## config.mk

```make
export PLATFORM = sky130hd
export DESIGN_NAME = ex_stage_unit
export DESIGN_NICKNAME = d
export VERILOG_FILES = /design/src/rtl/ex_stage_unit_pkg.sv /design/src/rtl/ex_stage_unit_alu.sv /design/src/rtl/ex_stage_unit.sv
export SDC_FILE = /design/constraint.sdc
export NUM_CORES = 1
export LEC_CHECK = 0
export ABC_AREA = 0
export CAP_MARGIN = 20
export CORE_ASPECT_RATIO = 1.2
export CORE_MARGIN = 2
export CORE_UTILIZATION = 24
export CTS_BUF_LIST = sky130_fd_sc_hd__clkbuf_2
export DETAILED_ROUTE_END_ITERATION = 16
export GPL_ROUTABILITY_DRIVEN = 0
export GPL_TIMING_DRIVEN = 1
export PLACE_DENSITY = 0.49
export SYNTH_ARGS = -nofsm -noshare
export SYNTH_HDL_FRONTEND = slang
export SYNTH_SLANG_ARGS = --single-unit
```

## constraint.sdc

```tcl
create_clock -name clk -period 5 [get_ports clk]
set_clock_uncertainty 0.2 [all_clocks]
set_input_delay 1 -clock clk [delete_from_list [all_inputs] [get_ports clk]]
set_output_delay 1 -clock clk [all_outputs]
set_load 0.05 [all_outputs]
```

## src/rtl/ex_stage_unit_pkg.sv

```systemverilog
// Shared constants and types for the execute stage: widths, ALU op codes
// and the EX/MEM pipeline register layout.
package ex_stage_unit_pkg;

   localparam int DATA_W = 32;
   localparam int PC_W   = 8;
   localparam int REG_AW = 5;
   localparam int OP_W   = 5;

   typedef enum logic [OP_W-1:0] {
      ALU_ADD   = 5'b00000,
      ALU_SUB   = 5'b00001,
      ALU_AND   = 5'b00010,
      ALU_OR    = 5'b00011,
      ALU_XOR   = 5'b00100,
      ALU_NOR   = 5'b00101,
      ALU_SLT   = 5'b00110,
      ALU_SLL   = 5'b00111,
      ALU_SRL   = 5'b01000,
      ALU_SRA   = 5'b01001,
      ALU_BEQ   = 5'b01010,
      ALU_BNE   = 5'b01011,
      ALU_PASSB = 5'b01100
   } alu_op_e;

   typedef struct packed {
      logic              mem_write;
      logic              mem_to_reg;
      logic              reg_write;
      logic              mem_read;
      logic              branch;
      logic [DATA_W-1:0] alu_result;
      logic [PC_W-1:0]   branch_target;
      logic [DATA_W-1:0] write_data;
      logic [REG_AW-1:0] write_reg;
   } ex_mem_t;

endpackage

```

## src/rtl/ex_stage_unit_alu.sv

```systemverilog
// Combinational ALU for the execute stage; also produces the BEQ/BNE condition.
// The barrel shifter is only built when EX_STAGE_SHIFT_EN is defined.
module ex_alu
   import ex_stage_unit_pkg::*;
(
   input  logic [DATA_W-1:0] a,
   input  logic [DATA_W-1:0] b,
   input  alu_op_e           op,
   output logic [DATA_W-1:0] result,
   output logic              cond
);

   logic [DATA_W-1:0] diff;

   assign diff = a - b;

   always_comb begin
      result = '0;
      cond   = 1'b0;
      case (op)
         ALU_ADD:   result = a + b;
         ALU_SUB:   result = diff;
         ALU_AND:   result = a & b;
         ALU_OR:    result = a | b;
         ALU_XOR:   result = a ^ b;
         ALU_NOR:   result = ~(a | b);
         ALU_SLT:   result = {{(DATA_W-1){1'b0}}, ($signed(a) < $signed(b))};
`ifdef EX_STAGE_SHIFT_EN
         ALU_SLL:   result = a << b[4:0];
         ALU_SRL:   result = a >> b[4:0];
         ALU_SRA:   result = $unsigned($signed(a) >>> b[4:0]);
`endif
         ALU_BEQ: begin
            result = diff;
            cond   = (a == b);
         end
         ALU_BNE: begin
            result = diff;
            cond   = (a != b);
         end
         ALU_PASSB: result = b;
         default:   result = '0;
      endcase
   end

endmodule

```

## src/rtl/ex_stage_unit.sv

```systemverilog
// Execute stage: operand select, ALU, branch target/decision, EX/MEM register.
// Optional macro EX_STAGE_SHIFT_EN enables SLL/SRL/SRA in the ALU.
module ex_stage_unit
   import ex_stage_unit_pkg::*;
(
   input  logic              clk,
   input  logic              rst,
   input  logic              ID_EX_RegDst,
   input  logic              ID_EX_ALUSrc,
   input  logic              ID_EX_MemtoReg,
   input  logic              ID_EX_RegWrite,
   input  logic              ID_EX_MemRead,
   input  logic              ID_EX_MemWrite,
   input  logic              ID_EX_Branch,
   input  logic [OP_W-1:0]   ID_EX_ALUOp,
   input  logic [PC_W-1:0]   ID_EX_PC,
   input  logic [REG_AW-1:0] ID_EX_Rb,
   input  logic [REG_AW-1:0] ID_EX_Rd,
   input  logic [DATA_W-1:0] ID_EX_ReadData1,
   input  logic [DATA_W-1:0] ID_EX_ReadData2,
   input  logic [DATA_W-1:0] ID_EX_SignExtImm,
   output logic              EX_MEM_MemWriteOut,
   output logic              EX_MEM_MemtoRegOut,
   output logic              EX_MEM_RegWrite,
   output logic              EX_MEM_MemReadOut,
   output logic              EX_MEM_Branch,
   output logic [DATA_W-1:0] EX_MEM_ALUResult,
   output logic [PC_W-1:0]   EX_MEM_BranchTarget,
   output logic [DATA_W-1:0] EX_MEM_WriteData,
   output logic [REG_AW-1:0] EX_MEM_WriteReg
);

   logic [DATA_W-1:0] alu_b;
   logic [DATA_W-1:0] alu_result;
   logic              alu_cond;
   ex_mem_t           ex_mem_d;
   ex_mem_t           ex_mem_q;

   assign alu_b = ID_EX_ALUSrc ? ID_EX_SignExtImm : ID_EX_ReadData2;

   ex_alu u_alu (
      .a      (ID_EX_ReadData1),
      .b      (alu_b),
      .op     (alu_op_e'(ID_EX_ALUOp)),
      .result (alu_result),
      .cond   (alu_cond)
   );

   always_comb begin
      ex_mem_d               = '0;
      ex_mem_d.mem_write     = ID_EX_MemWrite;
      ex_mem_d.mem_to_reg    = ID_EX_MemtoReg;
      ex_mem_d.reg_write     = ID_EX_RegWrite;
      ex_mem_d.mem_read      = ID_EX_MemRead;
      ex_mem_d.branch        = ID_EX_Branch & alu_cond;
      ex_mem_d.alu_result    = alu_result;
      // target is computed every cycle, wrapping modulo 256
      ex_mem_d.branch_target = ID_EX_PC + ID_EX_SignExtImm[PC_W-1:0];
      ex_mem_d.write_data    = ID_EX_ReadData2;
      ex_mem_d.write_reg     = ID_EX_RegDst ? ID_EX_Rd : ID_EX_Rb;
   end

   always_ff @(posedge clk or posedge rst) begin
      if (rst) ex_mem_q <= '0;
      else     ex_mem_q <= ex_mem_d;
   end

   assign EX_MEM_MemWriteOut  = ex_mem_q.mem_write;
   assign EX_MEM_MemtoRegOut  = ex_mem_q.mem_to_reg;
   assign EX_MEM_RegWrite     = ex_mem_q.reg_write;
   assign EX_MEM_MemReadOut   = ex_mem_q.mem_read;
   assign EX_MEM_Branch       = ex_mem_q.branch;
   assign EX_MEM_ALUResult    = ex_mem_q.alu_result;
   assign EX_MEM_BranchTarget = ex_mem_q.branch_target;
   assign EX_MEM_WriteData    = ex_mem_q.write_data;
   assign EX_MEM_WriteReg     = ex_mem_q.write_reg;

endmodule

```

==> results.rst, run 1 <==
.. list-table::
   :header-rows: 1

   * - Metric
     - Value
   * - Row count
     - 73
   * - Sw power
     - 1.142 mW
   * - Category of the worst setup path capture point
     - flip-flop
   * - Fill cell total of the finished layout
     - 3,485
   * - Gates resized, CTS repair
     - 0
   * - RSZ-0062 raised after global routing
     - false
   * - Setup Crit Path Kind
     - in2reg
   * - Type of the tightest min-delay check
     - in2async
   * - Maximum number of pins on one net before global-route repair
     - 42
   * - Data required time of the worst path
     - 5.46 ns
   * - First-pass GRT wire length
     - 48,140 µm
   * - Number of warning messages in the yosys log
     - 0
   * - Pwr Density
     - 232.0 nW/µm²
   * - Switching power share of the total
     - 0.4338
   * - Net Count, Synth
     - 1,226
   * - Time the worst path needs with I/O delays and setup
     - 4.215 ns
   * - Iteration-0 DRC count of the detailed router
     - 498
   * - Cell area after synthesis
     - 8102 µm²
   * - Post-synthesis area per instance
     - 8.225 µm²
   * - Die Span Y
     - 205.3 µm
   * - Number of antenna violations at the first check in global routing
     - 3
   * - Via density
     - 5.028
   * - CTS Root Buffer Type
     - clkbuf_2
   * - Count of hold buffers inserted by post-cts repair
     - 0
   * - Post-synthesis to final-layout area growth
     - 39.97%
   * - TritonCTS clock tree
     - done
   * - Clock buffer count from CTS
     - 9
   * - Setup total negative slack
     - 0 ns
   * - Period utilization
     - 0.8429
   * - Number of max-cap violations
     - 0
   * - Routed wirelength normalized by instance count
     - 18.86 µm
   * - Instance count of the mapped netlist
     - 985
   * - Run status
     - finished, final reports clean
   * - Cell with the most instances after synthesis
     - ha_1
   * - Utilization after layout
     - 0.3420
   * - Type of element launching the critical path
     - input pin
   * - Number of vias after detailed routing
     - 8,503
   * - Pin slew with the least headroom to its limit
     - 0.7510 ns
   * - Sequential share of power
     - 0.289
   * - Multi-input logic area
     - 5444 µm²
   * - Clock tree buffer depth
     - 2
   * - Starting density of the core
     - 0.2443
   * - Number of I/O pins
     - 210
   * - Overall track demand over capacity in global routing
     - 0.1785
   * - Floorplan core area
     - 33,160 µm²
   * - Post-detailed-route DRC marker count
     - 0
   * - Global-route congestion overflow total
     - 0
   * - Part of the total power dissipated in combinational logic
     - 0.522
   * - Number of synthesized register bits
     - 82
   * - Overall die area
     - 35,250 µm²
   * - IO buf count
     - 209
   * - Aggregate routed wire length
     - 31,890 µm
   * - Max Slew Vio Count
     - 0
   * - Dominant cell type by area after synthesis
     - dfrtp_1
   * - Async set-reset flop share out of synthesis
     - 1.000
   * - Cell total after placement
     - 1,672
   * - Overall die width
     - 171.7 µm
   * - Sequential cell area
     - 2052 µm²
   * - Clock power frac
     - 0.189
   * - Number of synthesized flops with an enable pin
     - 0
   * - Worst slew margin relative to its limit
     - 0.4993
   * - Leading post-synthesis cells by cell area
     - dfrtp_1 (25%), ha_1 (17%), a21oi_1 (6.0%)
   * - Internal power of the cells
     - 1.490 mW
   * - WP data arrival
     - 4.67 ns
   * - Portion of synthesized cell area occupied by the leading cell type
     - 0.2533
   * - Sequential fraction of the synthesis area
     - 0.2533
   * - Commonest cells in the synthesized netlist
     - ha_1 (110), inv_1 (106), a21oi_1 (97)
   * - Number of routed nets with antenna violations
     - 0
   * - Number of global-route vias before repair
     - 8,619
   * - Count of endpoints failing hold in the final timing report
     - 0
   * - Nets
     - 1,474
   * - Static leakage
     - 4.987 nW
   * - Num Clock Sinks
     - 82
   * - Number of distinct standard cells referenced by the synthesized netlist
     - 75
   * - Ratio of cells with drive above 1 in the final layout
     - 0.1074
   * - Detailed Place HPWL
     - 25,100 µm
   * - 1st-pass router iterations
     - 5
   * - Maximum achievable frequency
     - 237.3 MHz
   * - Crit path max fanout
     - 12
   * - Final instance count without filler cells
     - 1,691
   * - Number of failing setup endpoints in the final timing report
     - 0
   * - H-tree Lvls
     - 3
   * - Clock slew at the register clock pins of the worst setup and hold paths
     - 0.29 ns
   * - Most used flip-flop cell after synthesis
     - dfrtp_1
   * - Post CTS Setup Buffer Count
     - 0
   * - VDD IR-drop max
     - 0.00008085 V
cell type report:
type / count / share of cell area
multi-input combinational: 742 / 0.4801
timing repair buffer: 290 / 0.2388
sequential: 82 / 0.1810
tap: 450 / 0.04965
inverter: 108 / 0.03597
clock inverter: 5 / 0.009048
clock buffer: 11 / 0.004855
antenna: 3 / 0.0006620
worst max-delay path by stage:
stage / start / slack, ns / to
global route: ID_EX_ALUSrc / 0.61 / EX_MEM_ALUResult[27]$_DFF_PP0_
CTS: ID_EX_ALUSrc / 0.85 / EX_MEM_ALUResult[27]$_DFF_PP0_
global placement: ID_EX_ALUSrc / 0.19 / EX_MEM_ALUResult[27]$_DFF_PP0_
detailed placement: ID_EX_ALUSrc / 0.10 / EX_MEM_ALUResult[27]$_DFF_PP0_
finish: ID_EX_ALUSrc / 0.79 / EX_MEM_ALUResult[27]$_DFF_PP0_
floorplan: ID_EX_ALUSrc / 0.14 / EX_MEM_ALUResult[28]$_DFF_PP0_
placed cells by master, fill, tap and decap left out, types with 11 or more instances in the layout:
| master | instances |
|---|---|
| ha_1 | 110 |
| o211ai_1 | 15 |
| a22oi_1 | 14 |
| clkbuf_2 | 11 |
| a21o_1 | 11 |
| a21oi_1 | 97 |
| a221oi_1 | 17 |
| mux2i_1 | 20 |
| nor3_1 | 14 |
| o31ai_1 | 13 |
| clkdlybuf4s50_1 | 208 |
| o21bai_1 | 12 |
| nand3_1 | 11 |
| o2111ai_1 | 12 |
| nand2_1 | 65 |
| mux2_2 | 20 |
| inv_1 | 105 |
| o221ai_1 | 12 |
| o21ai_0 | 49 |
| o22ai_1 | 14 |
| buf_4 | 80 |
| dfrtp_1 | 82 |
| nor2_1 | 75 |
critical path, cell delays in order:
cell and delay, ns:
buf_2 0.18, buf_4 0.28, mux2_2 0.40, inv_1 0.08
ha_1 0.34, or3b_1 0.22, o2111ai_1 0.09, a31oi_1 0.32
a211oi_1 0.14, buf_4 0.18, a221o_1 0.36, o21ai_1 0.31
a31oi_1 0.18, a2111oi_0 0.41, a211o_1 0.16
sequential cells by signal (all words and copies together), names as in the netlist:
signal,cells
EX_MEM_ALUResult,32
EX_MEM_MemReadOut,1
EX_MEM_RegWrite,1
EX_MEM_Branch,1
EX_MEM_BranchTarget,8
EX_MEM_WriteReg,5
EX_MEM_MemtoRegOut,1
EX_MEM_WriteData,32
EX_MEM_MemWriteOut,1
metal layers:
metal | GRT usage | vias up | part of all wire
met4 | 0.06326 | 0 | 0.024
met2 | 0.3234 | 272 | 0.51
met5 | 0 | - | 0
met3 | 0.02289 | 46 | 0.047
li1 | - | 4102 | -
met1 | 0.2144 | 4083 | 0.42
metrics by stage:
step                      instance area [µm²]  total power, mW  hold slack (ns)  setup slack [ns]
after global routing                    11340            2.789           0.4765            0.6085
final                                   11340            2.631           0.5180            0.7854
after CTS                               11330            2.659           0.4808            0.8497
after detailed placement                11170            2.141            1.249            0.1013
after floorplan                          8105            1.591           0.8314            0.1429
after global placement                  11170            2.139            1.246            0.1895
kinds of logic (layout without fill, tap and decap cells):
kind of cell               after synthesis  count (layout)  share of synthesized area
xor gates and xnor gates                 8               8                   0.008649
adders and majority gates              113             113                     0.1773
and+or+nand+nor                        229             229                     0.1358
other                                    0               3                          0
AOI/OAI and AO/OA                      352             352                     0.2964
buffers and inverters                  161             414                    0.07614
DFF                                     82              82                     0.2533
muxes                                   40              40                    0.05251
power groups by stage:
stage / Combinational (mW) / Clock, mW / Sequential (mW)
2_1_floorplan: 0.560 / 0 / 1.03
4_1_cts: 1.38 / 0.522 / 0.761
5_1_grt: 1.48 / 0.542 / 0.768
6_report: 1.37 / 0.497 / 0.760
3_5_place_dp: 1.37 / 0 / 0.772
3_3_place_gp: 1.37 / 0 / 0.774
(Power assumes the default switching activity.)
==> run 2: changes to the inputs <==
--- a/config.mk
+++ b/config.mk
@@ -14,7 +14,7 @@
 export DETAILED_ROUTE_END_ITERATION = 16
 export GPL_ROUTABILITY_DRIVEN = 0
 export GPL_TIMING_DRIVEN = 1
-export PLACE_DENSITY = 0.49
+export PLACE_DENSITY = 0.51
 export SYNTH_ARGS = -nofsm -noshare
 export SYNTH_HDL_FRONTEND = slang
 export SYNTH_SLANG_ARGS = --single-unit
==> constraint.sdc (replaced) <==
create_clock -name clk -period 3.7 [get_ports clk]
set_clock_uncertainty 0.2 [all_clocks]
set_input_delay 0.74 -clock clk [delete_from_list [all_inputs] [get_ports clk]]
set_output_delay 0.74 -clock clk [all_outputs]
set_load 0.05 [all_outputs]
==> run 2 against run 1 <==
First-iteration DRC count increased by 6.6%; final area increased by 15%; total power rose by 44%; critical path type unchanged.
==> results.rst, run 2 (same netlist as run 1, synthesis figures left out) <==
.. list-table::
   :header-rows: 1

   * - Metric
     - Value
   * - WP data arrival
     - 3.99 ns (was 4.67 ns)
   * - Max stage delay cell, worst path
     - clkdlybuf4s50_1 (was a2111oi_0)
   * - Aggregate routed wire length
     - 33,880 µm (was 31,890 µm)
   * - Starting density of the core
     - 0.2443 (unchanged)
   * - Period utilization
     - 0.9509
   * - Final instance count without filler cells
     - 1,877 (was 1,691)
   * - Type of element launching the critical path
     - input pin (unchanged)
   * - Row count
     - 73 (unchanged)
   * - Max Slew Vio Count
     - 0 (unchanged)
   * - 1st-pass router iterations
     - 5 (unchanged)
   * - Overall track demand over capacity in global routing
     - 0.1918 (was 0.1785)
   * - Overall die area
     - 35,250 µm² (unchanged)
   * - Top Family by Delay on Critical Path
     - compound AO/OA/AOI/OAI gates (unchanged)
   * - Worst-path cell chain
     - clkdlybuf4s50_1, mux2i_4, inv_2, ha_4, inv_2, fa_2, nor2b_4, o21ai_2, a311o_1, a211oi_1, o41ai_2, buf_4, o31ai_1, a221o_1, o31ai_1, buf_4, o2111ai_1 (was buf_2, buf_4, mux2_2, inv_1, ha_1, or3b_1, o2111ai_1, a31oi_1, a211oi_1, buf_4, a221o_1, o21ai_1, a31oi_1, a2111oi_0, a211o_1)
   * - Number of global-route vias before repair
     - 9,459 (was 8,619)
   * - Crit path max fanout
     - 3 (was 12)
   * - Overall power consumption
     - 3.784 mW (was 2.631 mW)
   * - Iteration-0 DRC count of the detailed router
     - 531 (was 498)
   * - Static leakage
     - 5.903 nW (was 4.987 nW)
   * - Commonest cells after routing, fill and taps aside
     - buf_4 (261), clkdlybuf4s50_1 (208), ha_1 (104) (was clkdlybuf4s50_1 (208), ha_1 (110), inv_1 (105))
   * - Time the worst path needs with I/O delays and setup
     - 3.518 ns
   * - Num Clock Sinks
     - 82 (unchanged)
   * - Number of failing setup endpoints in the final timing report
     - 0 (unchanged)
   * - IO buf count
     - 209 (unchanged)
   * - Number of routed nets with antenna violations
     - 0 (unchanged)
   * - VDD IR-drop max
     - 0.0001560 V (was 0.00008085 V)
   * - Post-synthesis to final-layout area growth
     - 60.32% (was 39.97%)
   * - Post-detailed-route DRC marker count
     - 0 (unchanged)
   * - Worst slew margin relative to its limit
     - 0.4444 (was 0.4993)
   * - Global-route congestion overflow total
     - 0 (unchanged)
   * - Data required time of the worst path
     - 4.17 ns (was 5.46 ns)
   * - Maximum number of pins on one net before global-route repair
     - 58 (was 42)
   * - Cell depth of the worst min-delay path
     - 1
   * - Number of antenna violations at the first check in global routing
     - 1 (was 3)
   * - H-tree Lvls
     - 3 (unchanged)
   * - Run status
     - finished, final reports clean (unchanged)
   * - Number of vias after detailed routing
     - 9,253 (was 8,503)
   * - Type of the tightest min-delay check
     - in2reg (was in2async)
   * - Category of the worst setup path capture point
     - flip-flop (unchanged)
   * - Worst path bufs/invs
     - 5 (was 4)
   * - Via density
     - 4.930 (was 5.028)
   * - Count of hold buffers inserted by post-cts repair
     - 0 (unchanged)
   * - Overall die width
     - 171.7 µm (unchanged)
   * - Crit path largest cell delay
     - 0.53 ns (was 0.41 ns)
   * - Worst Hold End
     - EX_MEM_WriteData[24]$_DFF_PP0_
   * - Die Span Y
     - 205.3 µm (unchanged)
   * - TritonCTS clock tree
     - done (unchanged)
   * - Pin slew with the least headroom to its limit
     - 0.8334 ns (was 0.7510 ns)
   * - Clock buffer count from CTS
     - 9 (unchanged)
   * - CTS Root Buffer Type
     - clkbuf_2 (unchanged)
   * - Pwr Density
     - 291.3 nW/µm² (was 232.0 nW/µm²)
   * - First-pass GRT wire length
     - 51,650 µm (was 48,140 µm)
   * - Cell total after placement
     - 1,856 (was 1,672)
   * - Count of endpoints failing hold in the final timing report
     - 0 (unchanged)
   * - Most common cell after layout, fill and taps aside
     - buf_4 (was clkdlybuf4s50_1)
   * - Detailed Place HPWL
     - 27,040 µm (was 25,100 µm)
   * - Clock slew at the register clock pins of the worst setup and hold paths
     - 0.30 ns (was 0.29 ns)
   * - Clock tree buffer depth
     - 2 (unchanged)
   * - Number of I/O pins
     - 210 (unchanged)
   * - Setup total negative slack
     - 0 ns (unchanged)
   * - Setup Crit Path Kind
     - in2reg (unchanged)
   * - Floorplan core area
     - 33,160 µm² (unchanged)
   * - Ratio of cells with drive above 1 in the final layout
     - 0.2530 (was 0.1074)
   * - Routed wirelength normalized by instance count
     - 18.05 µm (was 18.86 µm)
   * - Nets
     - 1,659 (was 1,474)
   * - HP Start
     - ID_EX_ReadData2[24]
   * - Number of max-cap violations
     - 0 (unchanged)
   * - Maximum achievable frequency
     - 284.2 MHz
run 2: changes by cell type in the layout (fill, tap and decap cells not counted), moves of 4 or more:
cell / delta
buf_4: +181
inv_1: -11
inv_2: +9
ha_1: -6
ha_4: +5
mux2_2: -5
mux2_4: +5
mux2i_1: -5
a21oi_1: -4
a21oi_2: +4
buf_12: +4
mux2i_4: +4
run 2: area by class of cell:
| type | instances | area [µm²] |
|---|---|---|
| Clock inverter | 7 | 75.07 |
| Antenna cell | 4 | 10.01 |
| Sequential cell | 82 | 2052 |
| Timing Repair Buffer | 475 | 4146 |
| Fill cell | 3446 | 20170 |
| Clock buffer | 9 | 45.04 |
| Multi-Input combinational cell | 742 | 5684 |
| Tap cell | 450 | 563.0 |
| Inverter | 108 | 412.9 |
run 2: repair_timing:
item                                    in CTS  in global routing
buffers inserted                             0                  1
endpoints found under the setup margin       0                  2
resized for setup                            0                  2
run 2: worst max-delay path by stage:
stage                   startpoint                             end  slack [ns]  cells after the start
3_3_place_gp   ID_EX_SignExtImm[1]  EX_MEM_ALUResult[17]$_DFF_PP0_       -0.54                     13
6_report       ID_EX_SignExtImm[0]  EX_MEM_ALUResult[18]$_DFF_PP0_        0.18                     17
4_1_cts        ID_EX_SignExtImm[0]  EX_MEM_ALUResult[28]$_DFF_PP0_        0.26                     15
5_1_grt        ID_EX_SignExtImm[0]  EX_MEM_ALUResult[20]$_DFF_PP0_       -0.01                     17
3_5_place_dp   ID_EX_SignExtImm[0]  EX_MEM_ALUResult[28]$_DFF_PP0_       -0.65                     15
2_1_floorplan         ID_EX_ALUSrc  EX_MEM_ALUResult[28]$_DFF_PP0_       -0.34                     14
run 2: routing by layer:
metal  wire [µm]  up-vias  part of all wire  global-route usage
met2       17170      277              0.51              0.3418
met1       13630     4443              0.40              0.2251
met3        1978       54             0.058             0.03289
li1            -     4479                 -                   -
met5           0        -                 0                   0
met4        1107        0             0.033             0.08021
run 2: per-stage QoR:
stage	instance area (µm²)	utilization	hold slack, ns	setup WS, ns
2_1_floorplan	8454	-	0.5714	-0.3360
3_3_place_gp	12850	0.3876	0.9881	-0.5412
3_5_place_dp	12850	0.3876	0.9901	-0.6496
4_1_cts	12970	0.3912	0.07613	0.2613
5_1_grt	12980	0.3915	0.1386	-0.01265
6_report	12990	0.3918	0.1854	0.1816
run 2: power by group:
part	switching, mW	internal [mW]	leakage, nW
logic	1.22	0.971	4.85
registers	0.0319	0.993	0.982
clock network	0.408	0.161	0.0670
total	1.66	2.13	5.90
